$ cat src/rtl/lsr_ctrl_pkg.sv
// Shared state encoding and width helper for the MSB-first serializer.
package lsr_ctrl_pkg;

  localparam logic [1:0] ST_IDLE  = 2'd0;
  localparam logic [1:0] ST_SHIFT = 2'd1;
  localparam logic [1:0] ST_GAP   = 2'd2;

  // Counter width that never collapses to zero bits.
  function automatic int clog2_min1(input int n);
    return (n <= 1) ? 1 : $clog2(n);
  endfunction

endpackage

$ cat src/rtl/lsr_shift_core.sv
// Parallel-load left-shift register; load wins over shift.
module lsr_shift_core #(
  parameter int   BITS = 4,
  parameter logic FILL = 1'b0
) (
  input  logic            CLK,
  input  logic            RST,
  input  logic            load,
  input  logic            shift_en,
  input  logic [BITS-1:0] din,
  output logic [BITS-1:0] q
);

  always_ff @(posedge CLK) begin
    if (RST)           q <= '0;
    else if (load)     q <= din;
    else if (shift_en) q <= {q[BITS-2:0], FILL};
  end

endmodule

$ cat src/rtl/lsr_serializer_ctrl.sv
// Sequencer for an MSB-first serializer: handshake load, stallable shift,
// first/last framing, done pulse and a programmable idle gap.
module lsr_serializer_ctrl
  import lsr_ctrl_pkg::*;
#(
  parameter int   BITS = 4,
  parameter int   GAP  = 1,
  parameter logic FILL = 1'b0
) (
  input  logic            CLK,
  input  logic            RST,
  input  logic [BITS-1:0] data,
  input  logic            valid,
  output logic            ready,
  input  logic            stall,
  output logic            ser_out,
  output logic            ser_valid,
  output logic            first,
  output logic            last,
  output logic            busy,
  output logic            done
);

  localparam int BCW = clog2_min1(BITS);
  localparam int GCW = clog2_min1(GAP + 1);
  localparam logic [BCW-1:0] BIT_LAST = BCW'(BITS - 1);
  // GAP_LAST is unused when GAP==0; clamp so the constant stays legal.
  localparam logic [GCW-1:0] GAP_LAST = GCW'((GAP > 0) ? GAP - 1 : 0);

  logic [1:0]      state;
  logic [BCW-1:0]  bit_cnt;
  logic [GCW-1:0]  gap_cnt;
  logic [BITS-1:0] shift_q;
  logic            accept;
  logic            shift_en;

  assign accept    = (state == ST_IDLE) && valid;
  assign shift_en  = (state == ST_SHIFT) && !stall;
  assign ready     = (state == ST_IDLE);
  assign busy      = (state == ST_SHIFT) || (state == ST_GAP);
  assign ser_valid = shift_en;
  assign first     = shift_en && (bit_cnt == '0);
  assign last      = shift_en && (bit_cnt == BIT_LAST);
  assign ser_out   = shift_q[BITS-1];

  lsr_shift_core #(
    .BITS (BITS),
    .FILL (FILL)
  ) u_core (
    .CLK      (CLK),
    .RST      (RST),
    .load     (accept),
    .shift_en (shift_en),
    .din      (data),
    .q        (shift_q)
  );

  always_ff @(posedge CLK) begin
    if (RST) begin
      state   <= ST_IDLE;
      bit_cnt <= '0;
      gap_cnt <= '0;
      done    <= 1'b0;
    end else begin
      done <= 1'b0;
      case (state)
        ST_IDLE: begin
          if (valid) begin
            bit_cnt <= '0;
            state   <= ST_SHIFT;
          end
        end
        ST_SHIFT: begin
          if (!stall) begin
            if (bit_cnt == BIT_LAST) begin
              bit_cnt <= '0;
              gap_cnt <= '0;
              done    <= 1'b1;
              state   <= (GAP == 0) ? ST_IDLE : ST_GAP;
            end else begin
              bit_cnt <= bit_cnt + BCW'(1);
            end
          end
        end
        ST_GAP: begin
          if (gap_cnt == GAP_LAST) begin
            gap_cnt <= '0;
            state   <= ST_IDLE;
          end else begin
            gap_cnt <= gap_cnt + GCW'(1);
          end
        end
        default: state <= ST_IDLE;
      endcase
    end
  end

endmodule

$ cat config.mk
export PLATFORM = sky130hd
export DESIGN_NAME = lsr_serializer_ctrl
export DESIGN_NICKNAME = d
export VERILOG_FILES = /design/src/rtl/lsr_ctrl_pkg.sv /design/src/rtl/lsr_shift_core.sv /design/src/rtl/lsr_serializer_ctrl.sv
export SDC_FILE = /design/constraint.sdc
export NUM_CORES = 1
export LEC_CHECK = 0
export CELL_PAD_IN_SITES_DETAIL_PLACEMENT = 0
export CELL_PAD_IN_SITES_GLOBAL_PLACEMENT = 2
export CORE_UTILIZATION = 26
export CTS_CLUSTER_DIAMETER = 40
export CTS_CLUSTER_SIZE = 40
export DETAILED_ROUTE_END_ITERATION = 12
export PLACE_DENSITY_LB_ADDON = 0.25
export SLEW_MARGIN = 10
export SYNTH_ARGS = -nofsm -noshare
export SYNTH_HDL_FRONTEND = slang
export SYNTH_SLANG_ARGS = --single-unit
$ cat constraint.sdc
create_clock -name CLK -period 1.6 [get_ports CLK]
set_input_delay 0.32 -clock CLK [delete_from_list [all_inputs] [get_ports CLK]]
set_output_delay 0.32 -clock CLK [all_outputs]
set_load 0.03 [all_outputs]
# Word level (Yosys, flattened, before mapping)
# Index checks and enable logic that the tools add are counted.
dict set report word_totals {
  regBits 10
  out_inout_bits 7
  wordCells 46
}
dict set report classes {
  n_addsub 2
  n_eq_ne 7
  n_mux 16
  bitwise 1
  reduce_logical 15
}
# op count
set ops {}
lappend ops {{2-bit two-way mux} 7}
lappend ops {{4-bit two-way mux} 2}
lappend ops {{2-bit != test (second input constant)} 3}
lappend ops {{2-bit one-hot mux with 3 select lines} 1}
lappend ops {{3-bit AND reduction} 2}
lappend ops {{2-bit nonzero test} 3}
lappend ops {{2-bit equality test (second input constant)} 2}
lappend ops {{1-bit logical AND} 4}
lappend ops {{2-bit logical NOT} 2}
lappend ops {{1-bit two-way mux} 4}
lappend ops {{2-bit one-hot mux with 2 select lines} 1}
lappend ops {{4-bit AND reduction} 1}
lappend ops {{3-bit OR reduction} 1}
lappend ops {{2-bit by 1-bit adder with 2-bit output (second input constant)} 1}
lappend ops {{2-bit by 1-bit equality test with 1-bit output (second input constant)} 1}
lappend ops {{2-bit by 1-bit != test with 1-bit output (second input constant)} 1}
lappend ops {{1-bit one-hot mux with 2 select lines} 1}
lappend ops {{1-bit adder (second input constant)} 1}
lappend ops {{1-bit logical NOT} 1}
lappend ops {{1-bit logical OR} 1}
lappend ops {{1-bit inverter} 1}

# Depth between registers and ports, before layout
dict set report logic_depth {
  word_depth 4
  mapped_depth 6
  depth_no_buf 5
}

# Hierarchy
# From an unflattened synthesis, not the netlist that was laid out.
dict set report unflattened {
  cells_unflattened 56
  area_unflattened_um2 528.0
}
# mod n_inst cells_each area_each_um2 seq_area_each_um2
set by_module_without_submodules {}
lappend by_module_without_submodules {lsr_serializer_ctrl 1 39 355.3 100.1}
lappend by_module_without_submodules {lsr_shift_core 1 17 172.7 80.1}

# Worst setup path before layout
# No wires, ideal clock.
dict set report synth_timing {
  kind {register to output}
  from {register state[1]}
  to {output port first}
  t_arrival_ps 1485
  required_ps 1280
  path_slack_ps -205
  path_stages_with_launch 5
  n_path_buf 0
  cell_sequence {dfxtp_1 > inv_1 > ha_1 > nor2b_1 > and2_1}
}
dict set report synth_via {
  elab_chain_cells 3
}
# element line
set synth_rtl {}
lappend synth_rtl {{start: declaration} lsr_serializer_ctrl.sv:30} ;# logic [1:0] state;
lappend synth_rtl {{start signal: assignment} lsr_serializer_ctrl.sv:79} ;# state <= (GAP == 0) ? ST_IDLE : ST_GAP;
lappend synth_rtl {{2-bit by 1-bit equality test with 1-bit output} lsr_serializer_ctrl.sv:38} ;# assign shift_en = (state == ST_SHIFT) && !stall;
lappend synth_rtl {{1-bit logical AND} lsr_serializer_ctrl.sv:38}
lappend synth_rtl {{named net ser_valid} lsr_serializer_ctrl.sv:17} ;# output logic ser_valid,
lappend synth_rtl {{1-bit logical AND} lsr_serializer_ctrl.sv:42} ;# assign first = shift_en && (bit_cnt == '0);
lappend synth_rtl {{end: declaration} lsr_serializer_ctrl.sv:18} ;# output logic first,
# The timed path passes the listed nets, and every way through them passes these cells.

# Worst setup path in the final report
dict set report layout_timing {
  from {register state[1]}
  to {output port ready}
}
dict set report layout_via {
  elab_chain_cells 1
}
# element line
set layout_rtl {}
lappend layout_rtl {{2-bit logical NOT} lsr_serializer_ctrl.sv:39} ;# assign ready = (state == ST_IDLE);
lappend layout_rtl {{end: declaration} lsr_serializer_ctrl.sv:14} ;# output logic ready,
# Every way passes these cells.

==> results.json <==
{
  "die_w_um": 47.3,
  "ant_nets": 0,
  "powerDensity_nw_per_um2": 1480,
  "syn_nets": 71,
  "cts.sinks": 9,
  "avgSynthCellArea_um2": 9.35,
  "nets": 93,
  "min_to": "state[1]$_SDFFE_PP0P_",
  "io_buffers": 14,
  "grt_pass1_vias": 378,
  "power_leakage_nw": 0.345,
  "grt_util_all_layers_pct": 10.9,
  "worstHoldPathCells": 2,
  "r2r_cells": 6,
  "final_period_minus_worst_setup_slack_ns": 1.55,
  "ctsHoldBuffers": 0,
  "synth_top_family_by_area": "simple AND/OR/NAND/NOR gates",
  "period_share_pct": 97.2,
  "rows": 16,
  "grt-ovfl-total": 0,
  "rr_startpoint": "state[1]$_SDFFE_PP0P_",
  "cts_made_buffers": 3,
  "syn_to_final_growth_pct": 49.3,
  "crit_required_ns": 1.28,
  "max_freq_mhz": 643,
  "synth-compound-area-share_pct": 16.0,
  "antenna_found_initial": 0,
  "io_pins": 15,
  "relSlewSlack_pct": 78.8,
  "async_reset_ff_share_pct": 0,
  "viasPerCell": 4.42,
  "cp-end-kind": "primary output",
  "yosysWarnings": 0,
  "seqCellArea_um2": 183,
  "status": "finished with violations",
  "holdWs_ns": 0.468,
  "ys_ff_latch": 9,
  "drt-total-wl_um": 1030,
  "drv_cap": 0,
  "clockBufferDepth": 2,
  "min_from": "state[1]$_SDFFE_PP0P_",
  "synth_xor_area_share_pct": 0,
  "r2r_end": "state[1]$_SDFFE_PP0P_",
  "dieHeight_um": 47.3,
  "dpl.hpwl_um": 788,
  "vias": 464,
  "synth_edf_count": 0,
  "h-tree-depth": 1,
  "drive_above_1_share_pct": 32.1,
  "yosys.area_share.simple_pct": 19.7,
  "synth_area_um2": 533,
  "yosysUniqueCellTypes": 21,
  "drtIter0Drc": 10,
  "synthCells": 57,
  "rsz0062_at_grt": "true",
  "synth_fa_ha_area_share_pct": 14.1,
  "synth_mux_area_share_pct": 9.39,
  "min_path_type": "flip-flop to flip-flop",
  "start_util_pct": 27.4,
  "insertion_delay_ns": 0.26,
  "arrival_ns": 1.23,
  "regToRegSetupSlack_ns": 0.10,
  "multi_input_area_um2": 353,
  "cts_tree": "built",
  "die-area_um2": 2230,
  "peakVddDrop_v": 0.000673,
  "core_area_um2": 1940,
  "nFillCells": 204,
  "seq_area_frac_synth_pct": 33.8,
  "slew_viol_final": 0,
  "clockRootBuffer": "clkbuf_4",
  "critPathLaunchType": "flip-flop",
  "gp_congestion": 0.651,
  "synth_flop_cell": "dfxtp_1",
  "drc": 1,
  "report.final.hold_viol_count": 0,
  "drt_pass1_iterations": 8,
  "setup_viol": 0,
  "fin_cells": 105,
  "fin_skew_ns": 0.00569,
  "grt_pass1_wl_um": 1650,
  "violations": "design-rule violations",
  "worst_pin_slew_ns": 0.318,
  "cp_max_fo": 5,
  "wl_per_cell_um": 9.80,
  "worstSetupPathType": "flip-flop to primary output",
  "num_antenna_cells": 0,
  "place_inst": 99,
  "grt_start_max_net_pins": 13,
  "clk_pin_slew_ns": 0.06
}
per-layer routing:
metal	GRT usage (%)	part of all wire, %	wire, um	vias to the layer above
met5	0	0	0	-
met1	14.7	45	466	204
met4	1.71	0.87	9	0
met3	6.92	5.5	57	2
met2	14.8	48	496	13
li1	-	-	-	245
power breakdown:
part	leakage, nW	total, mW	internal [mW]	switching, mW
clock	0.0150	0.175	0.0960	0.0785
sequential	0.0745	0.326	0.279	0.0471
combinational	0.255	0.675	0.319	0.355
total	0.345	1.18	0.695	0.481
worst max-delay path, stage by stage (launching register included):
cell and delay (ns):
dfxtp_2 0.32, inv_2 0.09, buf_4 0.12, ha_1 0.24, buf_4 0.20
synth_stat cells (2+ instances only):
master / n / area (um2)
dfxtp_1: 9 / 180
ha_1: 6 / 75.1
inv_1: 5 / 18.8
mux2i_1: 5 / 50.1
nand2_1: 5 / 18.8
a21oi_1: 4 / 20.0
and2_1: 3 / 18.8
o21ai_0: 3 / 15.0
nand3_1: 2 / 10.0
nor2b_4: 2 / 27.5
o311ai_1: 2 / 17.5
o41ai_1: 2 / 17.5
state kept, by name, indices dropped and copies added, names as in the netlist:
signal    count
u_core.q      4
bit_cnt       2
state         2
done          1
cell type report:
cell class | count | area share, %
clock buffers | 4 | 3.30
inverters | 6 | 2.83
multi-input cells | 40 | 44.3
flip-flops and latches | 9 | 23.0
well taps | 27 | 4.25
repair buffers | 19 | 22.3
cells in the final DEF, fill, tap and decap left out, types with 2 or more instances in the layout:
cell type,Yosys,routed
nor2b_4,2,3
a21oi_1,4,4
ha_4,0,2
inv_2,1,2
ha_1,6,4
dfxtp_2,0,2
buf_4,0,8
inv_1,5,4
o21ai_0,3,3
mux2i_1,5,5
dlymetal6s2s_1,0,2
dfxtp_1,9,7
clkbuf_4,0,3
and2_4,0,2
nand3_1,2,2
clkdlybuf4s50_1,0,7
nand2_1,5,5
o41ai_1,2,2
o311ai_1,2,2
buf_6,1,2
repair_timing:
action                                  CTS  global route
setup buffers                             1             1
resized for setup                         8             6
endpoints found under the setup margin    2             3
worst max path at each step:
stage,from,to,slack [ns]
global route,state[1]$_SDFFE_PP0P_,ready,-0.02
finish,state[1]$_SDFFE_PP0P_,ready,0.05
global placement,stall,first,-0.02
floorplan,state[1]$_SDFFE_PP0P_,first,0.03
CTS,stall,last,0.006
detailed placement,stall,state[1]$_SDFFE_PP0P_,-0.04
cells by family after synthesis:
group	count (synthesis)
AND/OR/NAND/NOR	17
AO/OA/AOI/OAI	12
buffers and inverters	8
adder cells (fa/ha/maj)	6
flip-flops	9
multiplexers	5
metrics by stage:
| step | setup TNS [ns] | worst slack (ns) | utilization, % | total power, mW | cell area, um2 |
|---|---|---|---|---|---|
| 3_5_place_dp | -0.104 | -0.0387 | 36.3 | 0.927 | 706 |
| 5_1_grt | -0.0369 | -0.0224 | 41.0 | 1.26 | 796 |
| 6_report | 0 | 0.0451 | 41.0 | 1.18 | 796 |
| 3_3_place_gp | -0.0490 | -0.0211 | 36.3 | 0.933 | 706 |
| 4_1_cts | 0 | 0.00597 | 39.2 | 1.16 | 762 |
| 2_1_floorplan | 0 | 0.0305 | - | 0.756 | 537 |
(Power assumes the default switching activity.)
